$ cat config.mk
export PLATFORM = sky130hd
export DESIGN_NAME = control_unit
export DESIGN_NICKNAME = d
export VERILOG_FILES = /design/src/rtl/cpu_pkg.sv /design/src/rtl/ctrl_decode.sv /design/src/rtl/control_unit.sv
export SDC_FILE = /design/constraint.sdc
export NUM_CORES = 1
export LEC_CHECK = 0
export ABC_AREA = 1
export CORE_AREA = 8 8 45 47
export DETAILED_ROUTE_END_ITERATION = 7
export DIE_AREA = 0 0 53 55
export GPL_ROUTABILITY_DRIVEN = 0
export PLACE_DENSITY = 0.75
export SETUP_SLACK_MARGIN = 0.5
export SYNTH_ARGS = -nofsm -noshare
export SYNTH_HDL_FRONTEND = slang
export SYNTH_SLANG_ARGS = --single-unit
$ cat constraint.sdc
create_clock -name clk -period 2.95 [get_ports clk]
set_input_delay 0.7375 -clock clk [delete_from_list [all_inputs] [get_ports clk]]
set_output_delay 0.7375 -clock clk [all_outputs]
set_load 0.03 [all_outputs]
$ cat src/rtl/cpu_pkg.sv
// cpu_pkg: shared definitions for the simple CPU control unit, datapath and bench.
// State encoding, opcode constants and ALU operation encodings.
package cpu_pkg;

  typedef enum logic [3:0] {
    ST_RST    = 4'd0,
    ST_FETCH1 = 4'd1,
    ST_FETCH2 = 4'd2,
    ST_FETCH3 = 4'd3,
    ST_DECODE = 4'd4,
    ST_EX_RD  = 4'd5,
    ST_EX_ACC = 4'd6,
    ST_EX_WR  = 4'd7,
    ST_EX_JMP = 4'd8,
    ST_HALT   = 4'd9
  } state_t;

  localparam logic [7:0] OP_ADD   = 8'h01;
  localparam logic [7:0] OP_OR    = 8'h02;
  localparam logic [7:0] OP_LOAD  = 8'h03;
  localparam logic [7:0] OP_STORE = 8'h04;
  localparam logic [7:0] OP_JUMP  = 8'h05;
  localparam logic [7:0] OP_JUMPZ = 8'h06;
  localparam logic [7:0] OP_HALT  = 8'hFF;

  localparam logic ALU_ADD = 1'b0;
  localparam logic ALU_OR  = 1'b1;

endpackage

$ cat src/rtl/ctrl_decode.sv
// ctrl_decode: combinational opcode classifier for the control unit.
// Optional feature macro: CTRL_HALT_EN (when undefined, 0xFF is not a HALT
// and is_halt is tied to 0, so 0xFF falls through as a NOP).
module ctrl_decode
  import cpu_pkg::*;
(
  input  logic [7:0] i_opcode,
  output logic       o_is_alu,
  output logic       o_is_or,
  output logic       o_is_load,
  output logic       o_is_store,
  output logic       o_is_jmp,
  output logic       o_is_jmpz,
  output logic       o_is_halt
);

  assign o_is_alu   = (i_opcode == OP_ADD) || (i_opcode == OP_OR);
  assign o_is_or    = (i_opcode == OP_OR);
  assign o_is_load  = (i_opcode == OP_LOAD);
  assign o_is_store = (i_opcode == OP_STORE);
  assign o_is_jmp   = (i_opcode == OP_JUMP);
  assign o_is_jmpz  = (i_opcode == OP_JUMPZ);

`ifdef CTRL_HALT_EN
  assign o_is_halt  = (i_opcode == OP_HALT);
`else
  assign o_is_halt  = 1'b0;
`endif

endmodule

$ cat src/rtl/control_unit.sv
// control_unit: Moore sequencing FSM driving the simple CPU datapath strobes.
// Optional feature macro: CTRL_HALT_EN (builds the HALT state for opcode 0xFF).
// o_dbg_state exposes the registered state for checkers.
module control_unit
  import cpu_pkg::*;
(
  input  logic       clk,
  input  logic       rst,
  input  logic [7:0] opcode,
  input  logic       zflag,
  output logic       muxPC,
  output logic       muxMAR,
  output logic       muxACC,
  output logic       loadPC,
  output logic       loadMAR,
  output logic       loadMDR,
  output logic       loadIR,
  output logic       loadACC,
  output logic       opALU,
  output logic       MemWrite,
  output logic       instr_done,
  output logic       halted,
  output logic [3:0] o_dbg_state
);

  state_t r_state;
  state_t w_next_state;

  logic w_is_alu;
  logic w_is_or;
  logic w_is_load;
  logic w_is_store;
  logic w_is_jmp;
  logic w_is_jmpz;
  logic w_is_halt;

  ctrl_decode u_decode (
    .i_opcode   (opcode),
    .o_is_alu   (w_is_alu),
    .o_is_or    (w_is_or),
    .o_is_load  (w_is_load),
    .o_is_store (w_is_store),
    .o_is_jmp   (w_is_jmp),
    .o_is_jmpz  (w_is_jmpz),
    .o_is_halt  (w_is_halt)
  );

  assign o_dbg_state = r_state;

  // State register: asynchronous reset forces RST so no strobe survives reset.
  always_ff @(posedge clk or posedge rst) begin
    if (rst) r_state <= ST_RST;
    else     r_state <= w_next_state;
  end

  // Next-state and strobe decode; every strobe defaults to 0 and unencoded
  // states fall back to RST.
  always_comb begin
    muxPC        = 1'b0;
    muxMAR       = 1'b0;
    muxACC       = 1'b0;
    loadPC       = 1'b0;
    loadMAR      = 1'b0;
    loadMDR      = 1'b0;
    loadIR       = 1'b0;
    loadACC      = 1'b0;
    opALU        = ALU_ADD;
    MemWrite     = 1'b0;
    instr_done   = 1'b0;
    halted       = 1'b0;
    w_next_state = ST_RST;
    case (r_state)
      ST_RST: w_next_state = ST_FETCH1;
      ST_FETCH1: begin
        loadMAR      = 1'b1;
        loadPC       = 1'b1;
        w_next_state = ST_FETCH2;
      end
      ST_FETCH2: begin
        loadMDR      = 1'b1;
        w_next_state = ST_FETCH3;
      end
      ST_FETCH3: begin
        loadIR       = 1'b1;
        w_next_state = ST_DECODE;
      end
      ST_DECODE: begin
        loadMAR = 1'b1;
        muxMAR  = 1'b1;
        if (w_is_alu || w_is_load)      w_next_state = ST_EX_RD;
        else if (w_is_store)            w_next_state = ST_EX_WR;
        else if (w_is_jmp || w_is_jmpz) w_next_state = ST_EX_JMP;
        else if (w_is_halt)             w_next_state = ST_HALT;
        else begin
          // Unrecognised opcode: NOP completes here.
          instr_done   = 1'b1;
          w_next_state = ST_FETCH1;
        end
      end
      ST_EX_RD: begin
        loadMDR      = 1'b1;
        w_next_state = ST_EX_ACC;
      end
      ST_EX_ACC: begin
        loadACC      = 1'b1;
        muxACC       = w_is_load;
        opALU        = w_is_or ? ALU_OR : ALU_ADD;
        instr_done   = 1'b1;
        w_next_state = ST_FETCH1;
      end
      ST_EX_WR: begin
        MemWrite     = 1'b1;
        instr_done   = 1'b1;
        w_next_state = ST_FETCH1;
      end
      ST_EX_JMP: begin
        // PC already advanced in FETCH1, so a not-taken JUMPZ does nothing.
        if (w_is_jmp || (w_is_jmpz && zflag)) begin
          loadPC = 1'b1;
          muxPC  = 1'b1;
        end
        instr_done   = 1'b1;
        w_next_state = ST_FETCH1;
      end
`ifdef CTRL_HALT_EN
      ST_HALT: begin
        halted       = 1'b1;
        w_next_state = ST_HALT;
      end
`endif
      default: w_next_state = ST_RST;
    endcase
  end

endmodule

==> results_tabular.tex <==
\begin{tabular}{lr}
\hline
Metric & Value \\
\hline
\multicolumn{2}{l}{\textbf{Timing}} \\
Hold Vio Cnt, Final & 0 \\
Unrepaired setup endpoints after global routing & no \\
Crit path time final & 2.37 ns \\
Setup clock skew after layout & 0.00636 ns \\
Crit path setup slack, layout & 0.577 ns \\
\# setup viols final & 0 \\
Period utilization & 0.804 \\
Final TNS setup & 0 ns \\
Final Max Tran Viols & 0 \\
Peak Freq & 421 MHz \\
\multicolumn{2}{l}{\textbf{Global routing}} \\
Overflow left after global routing & 0 \\
Maximum number of pins on one net before global-route repair & 7 \\
Number of antenna violations at the first check in global routing & 0 \\
Overall track demand over capacity in global routing & 0.0920 \\
First-pass GRT wire length & 2030 um \\
Via count of the first global-routing pass & 509 \\
\multicolumn{2}{l}{\textbf{Power}} \\
Total power per unit cell area & 773 mW/mm2 \\
Worst supply voltage drop on vdd & 0.000251 V \\
Standby leakage power & 0.425 nW \\
Overall power consumption & 0.586 mW \\
\multicolumn{2}{l}{\textbf{Setup path}} \\
CP required & 2.21 ns \\
Worst setup path category & input pin to output pin \\
Crit start category & input pin \\
Largest driver fanout on the critical path & 5 \\
Data arrival time of the worst path & 1.64 ns \\
Depth of the most critical reg-to-reg path & 5 \\
Endpoint kind of the worst setup timing path & output pin \\
\multicolumn{2}{l}{\textbf{Synth}} \\
Number of register bits inferred by synthesis & 4 \\
Number of instances in the synthesized netlist & 81 \\
Per-instance average area after synthesis & 5.75 um2 \\
Net Count, Synth & 92 \\
Fraction of synthesized cell area taken by the top area cell type & 0.215 \\
Total of warnings raised by yosys & 0 \\
Cell Area, Synth & 465 um2 \\
Main area contributors after synthesis & dfrtp\_1 (22\%), nand2\_1 (16\%), inv\_1 (15\%), nand3\_1 (12\%), nor2\_4 (9.7\%) \\
Leading area contributor after synthesis & dfrtp\_1 \\
Unique cell type count in the Yosys netlist & 16 \\
Share of the yosys chip area belonging to registers & 0.215 \\
\multicolumn{2}{l}{\textbf{Clocking}} \\
Clock Sinks & 4 \\
Maximum clock insertion buffer count & 2 \\
Worst-Skew Late Latency & 0.23 ns \\
Root buffer cell & clkbuf\_4 \\
TritonCTS Buffers & 3 \\
CTS tree & done \\
Number of buffers inserted by hold repair at cts & 0 \\
Clock-pin slew reported for the worst setup and hold paths after clock tree synthesis & 0.04 ns \\
H-tree lvl count & 1 \\
\multicolumn{2}{l}{\textbf{Routing}} \\
Routed length per instance & 10.5 um \\
Antenna-violating nets left & 0 \\
Average vias per placed instance & 4.44 \\
Iteration count of the initial detailed-routing pass & 4 \\
DRC violations left & 0 \\
Detailed Route WL & 1340 um \\
First DRT Iteration DRCs & 5 \\
Via count & 564 \\
\multicolumn{2}{l}{\textbf{Placed design}} \\
Worst slack at placement & 0.269 ns \\
Post-DP HPWL & 1080 um \\
Port bufs & 25 \\
\multicolumn{2}{l}{\textbf{Final layout}} \\
Most frequent standard cell in the layout excluding fill and tap cells & inv\_1 \\
Number of flip-flops in the largest register & 4 \\
Share of final-layout standard cells stronger than drive strength 1 & 0.360 \\
Syn-to-layout area delta & 62.9\% \\
Count of inserted antenna diode cells & 0 \\
Number of fillers in the final layout & 154 \\
Top library cells by usage in the layout, fill and taps aside & inv\_1 (17), nand2\_1 (16), nand3\_1 (9) \\
\# nets final & 124 \\
\multicolumn{2}{l}{\textbf{Die}} \\
Width of the die & 53 um \\
Number of cell rows & 14 \\
Initial Utilization & 0.336 \\
I/O pin count & 27 \\
Core area & 0.00138 mm2 \\
Height of the die & 55 um \\
Die Outline Area & 0.00292 mm2 \\
\multicolumn{2}{l}{\textbf{Flow run}} \\
Number of violations of the max-capacitance limit & 0 \\
\multicolumn{2}{l}{\textbf{Worst hold path}} \\
Number of instances on the worst hold path & 3 \\
Hold WC Path Type & flip-flop to flip-flop \\
\multicolumn{2}{l}{\textbf{Run status}} \\
Status & complete, no violations \\
\hline
\end{tabular}
==> per-layer routing <==
layer / GRT usage / vias up / share of wire
li1: - / 298 / -
met1: 0.0947 / 243 / 0.39
met2: 0.164 / 21 / 0.52
met3: 0.0107 / 2 / 0.074
met4: 0.0776 / 0 / 0.014
met5: 0 / - / 0
==> per-stage QoR <==
| stage | hold slack, ns | util | cells | instance area [um2] |
|---|---|---|---|---|
| finish | 0.645 | 0.548 | 127 | 758 |
| global route | 0.688 | 0.548 | 127 | 758 |
| CTS | 0.652 | 0.535 | 125 | 741 |
| detailed placement | 0.650 | 0.517 | 121 | 716 |
| global placement | 0.651 | 0.517 | 121 | 716 |
| floorplan | 0.504 | - | 81 | 465 |
==> cell families (layout without fill, tap and decap cells) <==
kind of cell	after synthesis	in the layout	share of synthesized area
AND/OR/NAND/NOR	52	52	0.562
flip-flops	4	4	0.215
AO/OA/AOI/OAI	1	1	0.0161
other	1	1	0.00806
buffers and inverters	23	53	0.199
==> path summary, 6_finish.rpt <==
kind | slack, ns | to | start
max | 0.58 | loadPC | opcode[6]
min | 0.64 | o_dbg_state[2] | o_dbg_state[3]
max reg2reg | 1.86 | o_dbg_state[1] | o_dbg_state[0]
min reg2reg | 0.64 | o_dbg_state[2] | o_dbg_state[3]
max in group asynchronous | 2.12 | o_dbg_state[3] | rst
min in group asynchronous | 0.68 | o_dbg_state[2] | rst
==> Yosys cell counts <==
master,number
buf_4,1
inv_2,3
nor2_1,11
conb_1,1
nand4_1,2
nand2_1,20
nand2_2,1
inv_1,18
inv_4,1
nor2_2,1
nor2_4,4
o211ai_1,1
nand3_2,1
dfrtp_1,4
nor3_2,1
nand3_1,11
==> timing repair <==
item | 4_1_cts | 5_1_grt
pin swaps | 5 | 11
setup buffers | 1 | 2
endpoints found under the hold margin | 0 | 0
setup endpoints to repair | 11 | 3
resized for setup | 18 | 24
==> worst max-delay path: stages <==
cell and delay, ns:
clkdlybuf4s15_1 0.18, inv_1 0.06, nand2_2 0.06, nor2_4 0.14, nand2_1 0.07, nand2_1 0.09
nand3_2 0.10, nand2_2 0.08, buf_6 0.13
==> area by class of cell <==
cell class / instances / area, um2 / area share
Clock buffer: 3 / 22.5 / 0.0297
Sequential cell: 4 / 100 / 0.132
Inverter: 22 / 85.1 / 0.112
Multi-Input combinational cell: 54 / 305 / 0.403
Timing Repair Buffer: 28 / 225 / 0.297
Tap cell: 16 / 20.0 / 0.0264
==> power breakdown <==
group          internal (mW)  leakage (nW)  total [mW]  switching (mW)
combinational          0.143         0.360       0.409           0.267
sequential            0.0748        0.0510       0.110          0.0350
clock                 0.0454        0.0138      0.0666          0.0212
No activity file was read; power rests on OpenSTA's default activity.
